**src/rtl/mips_exec_controller_pkg.sv**
```systemverilog
// Shared definitions for the mips execution controller: command opcodes,
// the bad-command response word and the controller state encoding.
package mips_exec_controller_pkg;

  localparam int DATA_WIDTH = 32;

  localparam logic [2:0] CMD_RUN      = 3'd1;
  localparam logic [2:0] CMD_STEP     = 3'd2;
  localparam logic [2:0] CMD_PIPE_RST = 3'd3;
  localparam logic [2:0] CMD_RD_REG   = 3'd4;
  localparam logic [2:0] CMD_RD_MEM   = 3'd5;

  localparam logic [DATA_WIDTH-1:0] RSP_BAD_CMD = 32'hDEADC0DE;

  typedef enum logic [2:0] {
    IDLE = 3'd0,
    RUN  = 3'd1,
    STEP = 3'd2,
    PRST = 3'd3,
    RD   = 3'd4,
    RESP = 3'd5
  } state_t;

endpackage

```
**src/rtl/mips_exec_controller.sv**
```systemverilog
// Execution controller for the mips pipeline: accepts host commands, drives
// pipeline enable / soft reset, performs debug reads and returns one response
// word per command. All outputs are registered.
module mips_exec_controller
  import mips_exec_controller_pkg::*;
#(
  parameter int CNT_W      = 32,
  parameter int MAX_RUN    = 4096,
  parameter int RST_CYCLES = 4,
  parameter int MEM_AW     = 8
) (
  input  logic                  clk,
  input  logic                  reset,
  input  logic                  i_cmd_valid,
  output logic                  o_cmd_ready,
  input  logic [2:0]            i_cmd,
  input  logic [DATA_WIDTH-1:0] i_cmd_arg,
  output logic                  o_rsp_valid,
  input  logic                  i_rsp_ready,
  output logic [DATA_WIDTH-1:0] o_rsp_data,
  output logic                  o_pipe_en,
  output logic                  o_pipe_reset,
  input  logic                  i_halt,
  output logic [4:0]            o_dbg_reg_addr,
  input  logic [DATA_WIDTH-1:0] i_dbg_reg_data,
  output logic [MEM_AW-1:0]     o_dbg_mem_addr,
  input  logic [DATA_WIDTH-1:0] i_dbg_mem_data,
  output logic                  o_halted,
  output logic [CNT_W-1:0]      o_cycle_count
);

  localparam int RUN_W = $clog2(MAX_RUN + 1);
  localparam int RST_W = $clog2(RST_CYCLES + 1);

  state_t           state;
  logic [RUN_W-1:0] run_cnt;
  logic [RST_W-1:0] rst_cnt;
  logic             rd_phase;
  logic             rd_mem;
  logic [CNT_W-1:0] cnt_next;
  logic             unused_arg;

  // Only the low address bits of the argument are meaningful.
  assign unused_arg = ^i_cmd_arg;

  // Saturating increment of the enabled-cycle counter.
  always_comb begin
    cnt_next = o_cycle_count;
    if (!(&o_cycle_count)) cnt_next = o_cycle_count + 1'b1;
  end

  // Controller FSM with registered outputs and inline counters.
  always_ff @(posedge clk or posedge reset) begin
    if (reset) begin
      state          <= IDLE;
      o_cmd_ready    <= 1'b1;
      o_rsp_valid    <= 1'b0;
      o_rsp_data     <= '0;
      o_pipe_en      <= 1'b0;
      o_pipe_reset   <= 1'b0;
      o_dbg_reg_addr <= '0;
      o_dbg_mem_addr <= '0;
      o_halted       <= 1'b0;
      o_cycle_count  <= '0;
      run_cnt        <= '0;
      rst_cnt        <= '0;
      rd_phase       <= 1'b0;
      rd_mem         <= 1'b0;
    end else begin
      if (o_pipe_en) o_cycle_count <= cnt_next;

      case (state)
        IDLE: begin
          if (i_cmd_valid && o_cmd_ready) begin
            o_cmd_ready <= 1'b0;
            case (i_cmd)
              CMD_RUN, CMD_STEP: begin
                if (o_halted) begin
                  o_rsp_data  <= DATA_WIDTH'(o_cycle_count);
                  o_rsp_valid <= 1'b1;
                  state       <= RESP;
                end else begin
                  o_pipe_en <= 1'b1;
                  run_cnt   <= '0;
                  state     <= (i_cmd == CMD_RUN) ? RUN : STEP;
                end
              end
              CMD_PIPE_RST: begin
                o_pipe_reset <= 1'b1;
                rst_cnt      <= '0;
                state        <= PRST;
              end
              CMD_RD_REG: begin
                o_dbg_reg_addr <= i_cmd_arg[4:0];
                rd_mem         <= 1'b0;
                rd_phase       <= 1'b0;
                state          <= RD;
              end
              CMD_RD_MEM: begin
                o_dbg_mem_addr <= i_cmd_arg[MEM_AW-1:0];
                rd_mem         <= 1'b1;
                rd_phase       <= 1'b0;
                state          <= RD;
              end
              default: begin
                o_rsp_data  <= RSP_BAD_CMD;
                o_rsp_valid <= 1'b1;
                state       <= RESP;
              end
            endcase
          end
        end

        RUN: begin
          run_cnt <= run_cnt + 1'b1;
          if (i_halt || run_cnt == RUN_W'(MAX_RUN - 1)) begin
            if (i_halt) o_halted <= 1'b1;
            o_pipe_en   <= 1'b0;
            o_rsp_data  <= DATA_WIDTH'(cnt_next);
            o_rsp_valid <= 1'b1;
            state       <= RESP;
          end
        end

        STEP: begin
          if (i_halt) o_halted <= 1'b1;
          o_pipe_en   <= 1'b0;
          o_rsp_data  <= DATA_WIDTH'(cnt_next);
          o_rsp_valid <= 1'b1;
          state       <= RESP;
        end

        PRST: begin
          if (rst_cnt == RST_W'(RST_CYCLES - 1)) begin
            o_pipe_reset  <= 1'b0;
            o_cycle_count <= '0;
            o_halted      <= 1'b0;
            o_rsp_data    <= '0;
            o_rsp_valid   <= 1'b1;
            state         <= RESP;
          end else begin
            rst_cnt <= rst_cnt + 1'b1;
          end
        end

        // Address held for two cycles so the 1-cycle-latency memory has settled.
        RD: begin
          if (!rd_phase) begin
            rd_phase <= 1'b1;
          end else begin
            o_rsp_data     <= rd_mem ? i_dbg_mem_data : i_dbg_reg_data;
            o_dbg_reg_addr <= '0;
            o_dbg_mem_addr <= '0;
            o_rsp_valid    <= 1'b1;
            state          <= RESP;
          end
        end

        RESP: begin
          if (i_rsp_ready) begin
            o_rsp_valid <= 1'b0;
            o_cmd_ready <= 1'b1;
            state       <= IDLE;
          end
        end

        default: begin
          o_cmd_ready <= 1'b1;
          o_rsp_valid <= 1'b0;
          o_pipe_en   <= 1'b0;
          state       <= IDLE;
        end
      endcase
    end
  end

endmodule
```
**config.mk**
```make
export PLATFORM = sky130hd
export DESIGN_NAME = mips_exec_controller
export DESIGN_NICKNAME = d
export VERILOG_FILES = /design/src/rtl/mips_exec_controller_pkg.sv /design/src/rtl/mips_exec_controller.sv
export SDC_FILE = /design/constraint.sdc
export NUM_CORES = 1
export LEC_CHECK = 0
export ABC_AREA = 1
export CAP_MARGIN = 20
export CORE_MARGIN = 3
export CORE_UTILIZATION = 45
export DETAILED_ROUTE_END_ITERATION = 8
export DONT_BUFFER_PORTS = 1
export GPL_TIMING_DRIVEN = 0
export PLACE_DENSITY = 0.65
export REMOVE_ABC_BUFFERS = 1
export SYNTH_ARGS = -nofsm -noshare
export SYNTH_HDL_FRONTEND = slang
export SYNTH_SLANG_ARGS = --single-unit
export TNS_END_PERCENT = 50
```
**constraint.sdc**
```tcl
create_clock -name clk -period 3.1 [get_ports clk]
set_clock_uncertainty 0.1 [all_clocks]
set_input_delay 0.155 -clock clk [delete_from_list [all_inputs] [get_ports clk]]
set_output_delay 0.155 -clock clk [all_outputs]
set_load 0.03 [all_outputs]
```
==> results.md, run 1 <==
- Reg area: 2580 µm²
- Initial antenna violation count: 0
- # fillers: 1529
- Antenna Nets Post-Route: 0
- Clock sinks: 103
- Peak Freq: 355 MHz
- Fin util: 50.8%
- PostCTS Resize Cnt: 0
- Area Overhead vs Synth: 9.92%
- ANT cells: 0
- Final Wtd Congestion: 0.960
- Clk pin slew, worst setup/hold paths: 70 ps
- HPWL Detailed: 14300 µm
- Initial Util: 46.2%
- Period utilisation layout: 90.7%
- Endpoints failing setup: 0
- RSZ-0062 raised after global routing: false
- Commonest non-fill, non-tap cell in the layout: nand2_1
- Reg2Reg Depth: 11
- Syn Inst Count: 1014
- Multi-input gate area: 3580 µm²
- Sequential area share after synthesis: 38.1%
- Max cap viols: 0
- Inserted Clock Buffers: 9
- Die height: 129 µm
- Die area: 16500 µm²
- Total Routing Usage GR: 24.5%
- Leak: 3.73 nW
- Min Tclk post-route: 2810 ps
- R2R Path Start: state[0]$_DFFE_PP0P_
- I/O Pins: 186
- Most frequent cells in the layout: 348 x nand2_1, 128 x nor2_1, 102 x inv_1, 102 x dfrtp_1, 63 x nand3_1
- CTS max path bufs: 2
- Reg-to-reg critical path endpoint: o_rsp_data[17]$_DFFE_PP0P_
- Ys flop type: dfrtp_1
- VDD IR max: 0.612 mV
- Core footprint: 14600 µm²
- Headroom to the max-slew limit: 47.1%
- Share of cells above drive strength 1: 6.67%
- Worst Tran Pin Value: 793 ps
- Crit. End Element: flop
- CP Data Required Time: 3250 ps
- Hold WC Path Type: in -> reg
- Main combinational cell family by area after synthesis: simple AND/OR/NAND/NOR gates
- Mapped Avg Cell Area: 6.67 µm²
- Wire per inst: 16.9 µm
- First-pass iteration count of the detailed router: 5
- Routed vias: 6329
- Distinct cells, synth: 42
- Post-Synth Simple-Gate Area: 36.7%
- Hold Crit Start: i_dbg_reg_data[23]
- Reg2Reg Setup Slack: 290 ps
- Hold path endpoint: o_rsp_data[23]$_DFFE_PP0P_
- Vias in the first global route: 5912
- First-pass GRT wire length: 31800 µm
- #FFs+latches synth: 103
- Synthesis Warnings: 0
- DRC errors left: 0
- Initial drt markers: 455
- TritonCTS clock tree: yes
- Kind of start point of the critical path: flop
- Crit path DAT: 2970 ps
- Total length of routed wires: 20400 µm
- FFs w/ async S/R, synth: 100%
- Number of synthesized flops with an enable pin: 0
- Pin count of the biggest net entering global routing: 60
- Setup TNS: 0 ps
- Cell area after synthesis: 6760 µm²
- Final Hold Viols: 0
- Root buffer cell: clkbuf_16
- Pwr dens: 874 nW/µm²
- Post-synthesis mux area share: 0%
- Complex-gate fraction of the synthesized area: 13.3%
- Outcome: complete, no violations
- Slew Limit Fails: 0
- Chip width: 129 µm
- Crit path kind: reg -> reg
- Buffers added on ports: 0
- Fin nets: 1123
- GR Overflow Total: 0
- Synth Area in XOR/XNOR: 2.07%
- Synth Area in Adders: 0.740%
- Crit-path max FO: 41
- Rows: 44
- Htree depth: 3
- Min-Delay Path Depth: 4
- Vias per cell: 5.26
- Later-pin clock latency in the skew report: 360 ps
[where the power goes]
part / leakage [nW] / internal, mW / switching [mW]
combinational: 2.30 / 0.888 / 1.80
clock: 0.135 / 0.570 / 0.543
sequential: 1.30 / 1.75 / 0.947
[layer usage]
layer,global-route usage [%],share of wire (%)
met1,32.6,45
met2,41.0,47
met3,5.02,6.4
met4,6.49,1.5
met5,0,0
[flip-flops by register name, summed over array words and instances, names as in the netlist]
| name | flops |
|---|---|
| o_cmd_ready | 1 |
| rd_phase | 1 |
| o_dbg_reg_addr | 5 |
| o_cycle_count | 32 |
| o_dbg_mem_addr | 8 |
| run_cnt | 13 |
| rst_cnt | 3 |
| o_rsp_valid | 1 |
| state | 3 |
| o_pipe_en | 1 |
| rd_mem | 1 |
| o_halted | 1 |
| o_rsp_data | 32 |
| o_pipe_reset | 1 |
[what timing repair did]
item,in CTS,in global routing
hold buffers,15,0
setup endpoints to repair,0,15
buffers inserted,0,0
hold endpoints to repair,62,0
[metrics by stage]
| stage | hold WS [ps] | power, mW | worst slack (ps) | cell area (µm²) | instances |
|---|---|---|---|---|---|
| final | 26.2 | 6.50 | 287 | 7430 | 1204 |
| after floorplan | 193 | 4.47 | 143 | 6580 | 981 |
| after detailed placement | 44.7 | 5.37 | 187 | 6950 | 1170 |
| after global placement | 196 | 5.22 | -1230 | 6810 | 1165 |
| after global routing | 41.5 | 7.03 | 69.9 | 7430 | 1204 |
| after CTS | 10.6 | 6.53 | 183 | 7380 | 1201 |
[cells in the mapped netlist, drive strengths merged, types with 2 or more instances]
master	number	area, µm²
a21oi	60	304
buf	18	128
clkbuf	15	56.3
dfrtp	102	2550
ha	4	50.1
inv	112	428
nand2	358	1390
nand3	66	360
nand3b	2	15.0
nand4	2	12.5
nor2	140	581
nor3	9	45.0
o211ai	11	82.6
o21a	2	15.0
o21ai	56	280
o21bai	17	128
o22ai	4	25.0
o31ai	6	45.0
or2	8	52.6
xnor2	3	26.3
xor2	13	114
[final cells by class]
class                      count  share of cell area, %
timing repair buffer          22                   4.44
multi-input combinational    767                   48.1
clock buffer                  10                   3.22
inverter                     112                   5.79
tap                          184                   3.10
sequential                   103                   34.7
clock inverter                 6                  0.623
[cell families (layout without fill, tap and decap cells)]
family | after synthesis | count (layout)
adder cells (fa/ha/maj) | 4 | 4
buffers and inverters | 145 | 150
XOR/XNOR | 16 | 16
flip-flops | 103 | 103
AND/OR/NAND/NOR | 588 | 589
AO/OA/AOI/OAI | 158 | 158
[worst max-delay path, stage by stage (launching register included)]
cell and delay, ps:
dfrtp_1 470, nor2_4 210, nand2_4 310, inv_4 300
nand2_2 90, nand2_1 100, nor2_2 50, nand2_4 400
inv_4 270, or2_0 270, nand2_1 70, inv_1 40
[how the worst max path moves through the flow]
| stage | from | end | slack, ps | depth (start not counted) |
|---|---|---|---|---|
| floorplan | reset | o_cycle_count[0]$_DFF_PP0_ | 140 | 1 |
| global placement | reset | o_rsp_data[29]$_DFFE_PP0P_ | -1230 | 1 |
| detailed placement | state[1]$_DFFE_PP0P_ | o_rsp_data[9]$_DFFE_PP0P_ | 190 | 10 |
| CTS | state[2]$_DFFE_PP0P_ | o_rsp_data[9]$_DFFE_PP0P_ | 180 | 10 |
| global route | state[0]$_DFFE_PP0P_ | o_rsp_data[17]$_DFFE_PP0P_ | 70 | 11 |
| finish | state[0]$_DFFE_PP0P_ | o_rsp_data[17]$_DFFE_PP0P_ | 290 | 11 |
No activity file was read; power rests on OpenSTA's default activity.
==> run 2: changes to the inputs <==
--- a/config.mk
+++ b/config.mk
@@ -7,7 +7,7 @@
 export LEC_CHECK = 0
 export ABC_AREA = 1
 export CAP_MARGIN = 20
-export CORE_MARGIN = 3
+export CORE_MARGIN = 1.5
 export CORE_UTILIZATION = 45
 export DETAILED_ROUTE_END_ITERATION = 8
 export DONT_BUFFER_PORTS = 1
==> run 2 against run 1 <==
Critical path depth unchanged. Core utilization increased by 0.17 points. Worst setup slack improved by 81 ps. Non-clock buffer count decreased by 3. Critical path type unchanged. Largest cell class unchanged.
==> results.md, run 2 (synthesis results as in run 1) <==
- Wire per inst: 16.5 µm (-2.6%)
- ANT cells: 0 (unchanged)
- Endpoints failing setup: 0 (unchanged)
- CP peak stage delay: 480 ps (about the same)
- Area Overhead vs Synth: 9.86% (about the same)
- TritonCTS clock tree: yes
- GR Overflow Total: 0 (unchanged)
- Commonest non-fill, non-tap cell in the layout: nand2_1
- CTS max path bufs: 2 (unchanged)
- Reg2Reg Depth: 11 (unchanged)
- Initial Util: 46.3% (+0.17 points)
- Crit path DAT: 2890 ps (-80 ps)
- Pwr dens: 891 nW/µm² (+2.0%)
- Met3 GRT Util: 7.70% (+2.7 points)
- Chip width: 126 µm (-2.3%)
- Outcome: complete, no violations
- Buffers added on ports: 0 (unchanged)
- Min-Delay Path Depth: 6 (+2)
- Period utilisation layout: 88.1% (-2.6 points)
- Routed vias: 6321 (-0.13%)
- Global routing's busiest layer: met2
- Fin nets: 1120 (-0.27%)
- Max cap viols: 0 (unchanged)
- I/O Pins: 186 (unchanged)
- Worst Tran Pin Value: 1080 ps (+291 ps)
- CP Data Required Time: 3260 ps (about the same)
- Leak: 3.73 nW (+0.12%)
- First-pass iteration count of the detailed router: 5 (unchanged)
- Met1 Use GR: 32.2% (-0.38 points)
- Total Routing Usage GR: 25.3% (+0.77 points)
- Initial drt markers: 334 (-27%)
- HPWL Detailed: 14100 µm (-1.5%)
- DRC errors left: 0 (unchanged)
- Rows: 44 (unchanged)
- Die area: 15800 µm² (-4.6%)
- Antenna Nets Post-Route: 0 (unchanged)
- Peak Freq: 366 MHz (+3.0%)
- Die height: 126 µm (-2.3%)
- Later-pin clock latency in the skew report: 360 ps (about the same)
- Clock sinks: 103 (unchanged)
- Vias in the first global route: 6071 (+2.7%)
- VDD IR max: 0.606 mV (-1.0%)
- Crit. End Element: flop
- Initial antenna violation count: 0 (unchanged)
- Slowest cell on crit path: dfrtp_1
- Clk pin slew, worst setup/hold paths: 80 ps (about the same)
- Final Hold Viols: 0 (unchanged)
- Fin Hold WS: 19.9 ps (-6.32 ps)
- Slew Limit Fails: 0 (unchanged)
- Final worst slack: 368 ps (+81.3 ps)
- Min Tclk post-route: 2730 ps (-81.3 ps)
- Share of cells above drive strength 1: 6.49% (-0.18 points)
- First-pass GRT wire length: 31700 µm (-0.24%)
- Htree depth: 3 (unchanged)
- RSZ-0062 raised after global routing: false
- Crit path kind: reg -> reg
- Pin count of the biggest net entering global routing: 59 (-1.7%)
- Vias per cell: 5.26 (+0.12%)
- Met2 usage: 42.4% (+1.3 points)
- PostCTS Resize Cnt: 0 (unchanged)
- Hold WC Path Type: in -> reg
- Core footprint: 14600 µm² (-0.38%)
- Largest regs: o_cycle_count x32, o_rsp_data x32, run_cnt x13
- Inserted Clock Buffers: 9 (unchanged)
- Headroom to the max-slew limit: 27.6% (-19 points)
- Total length of routed wires: 19800 µm (-2.9%)
- Final Wtd Congestion: 0.888 (-7.6%)
- Kind of start point of the critical path: flop
- Pre-CTS setup slack: 225 ps (+37.8 ps)
- CP cell instances: nor2_4 -> nand2_4 -> inv_4 -> nand2_2 -> nand2_1 -> nor2_2 -> nand2_4 -> inv_4 -> or2_0 -> nand2_1 -> inv_1
- Most frequent cells in the layout: 348 x nand2_1, 128 x nor2_1, 102 x inv_1, 102 x dfrtp_1, 63 x nand3_1
- Crit-path max FO: 41 (unchanged)
- Root buffer cell: clkbuf_16
## run 2: cell count changes in the layout (fill, tap and decap cells not counted)
cell           before  now
buf_16              6    5
buf_8               1    0
bufinv_16           0    2
clkbuf_8            1    0
clkinv_2            1    0
clkinv_4            3    1
clkinvlp_4          2    0
dlygate4sd3_1      15   14
inv_6               0    2
inv_8               0    2
## run 2: routing by layer
metal	vias up	part of all wire (%)
li1	3215	-
met1	2925	44
met2	166	47
met3	15	7.5
met4	0	1.2
met5	-	0
## run 2: per-stage QoR
step / std cells / area [µm²] / setup TNS, ps / total power, mW / utilization [%]
global placement: 1165 / 6810 / -128100 / 5.20 / 46.7
floorplan: 981 / 6580 / 0 / 4.47 / -
CTS: 1200 / 7420 / 0 / 6.68 / 50.9
detailed placement: 1170 / 6950 / 0 / 5.36 / 47.6
global route: 1201 / 7430 / 0 / 7.14 / 50.9
finish: 1201 / 7430 / 0 / 6.62 / 50.9
## run 2: final cells by class
cell class	count	area, µm²
Multi-Input combinational cell	767	3580
Tap cell	184	230
Timing Repair Buffer	19	278
Clock inverter	7	109
Clock buffer	9	225
Sequential cell	103	2580
Fill cell	1488	7160
Inverter	112	430
## run 2: path summary, 6_finish.rpt
check	from	slack (ps)	endpoint
max in group asynchronous	reset	1920	o_rsp_data[18]$_DFFE_PP0P_
setup reg to reg	state[0]$_DFFE_PP0P_	370	o_rsp_data[22]$_DFFE_PP0P_
min in group asynchronous	reset	260	o_dbg_reg_addr[1]$_DFFE_PP0P_
setup / recovery	state[0]$_DFFE_PP0P_	370	o_rsp_data[22]$_DFFE_PP0P_
hold reg to reg	run_cnt[6]$_DFFE_PP0P_	410	run_cnt[6]$_DFFE_PP0P_
hold / removal	i_dbg_reg_data[11]	20	o_rsp_data[11]$_DFFE_PP0P_
## run 2: repair_timing
item,4_1_cts,5_1_grt
setup endpoints to repair,0,1
setup buffers,0,0
endpoints found under the hold margin,61,0
hold buffers,14,0
## run 2: power breakdown
part / total, mW / switching (mW) / internal, mW
clock: 1.30 / 0.571 / 0.727
combinational: 2.62 / 1.75 / 0.878
sequential: 2.70 / 0.947 / 1.75
## run 2: critical path, delay by kind of cell (launching register included)
family / cells / cell delay, ps
buffers and inverters: 3 / 560
DFF: 1 / 480
and+or+nand+nor: 8 / 1440
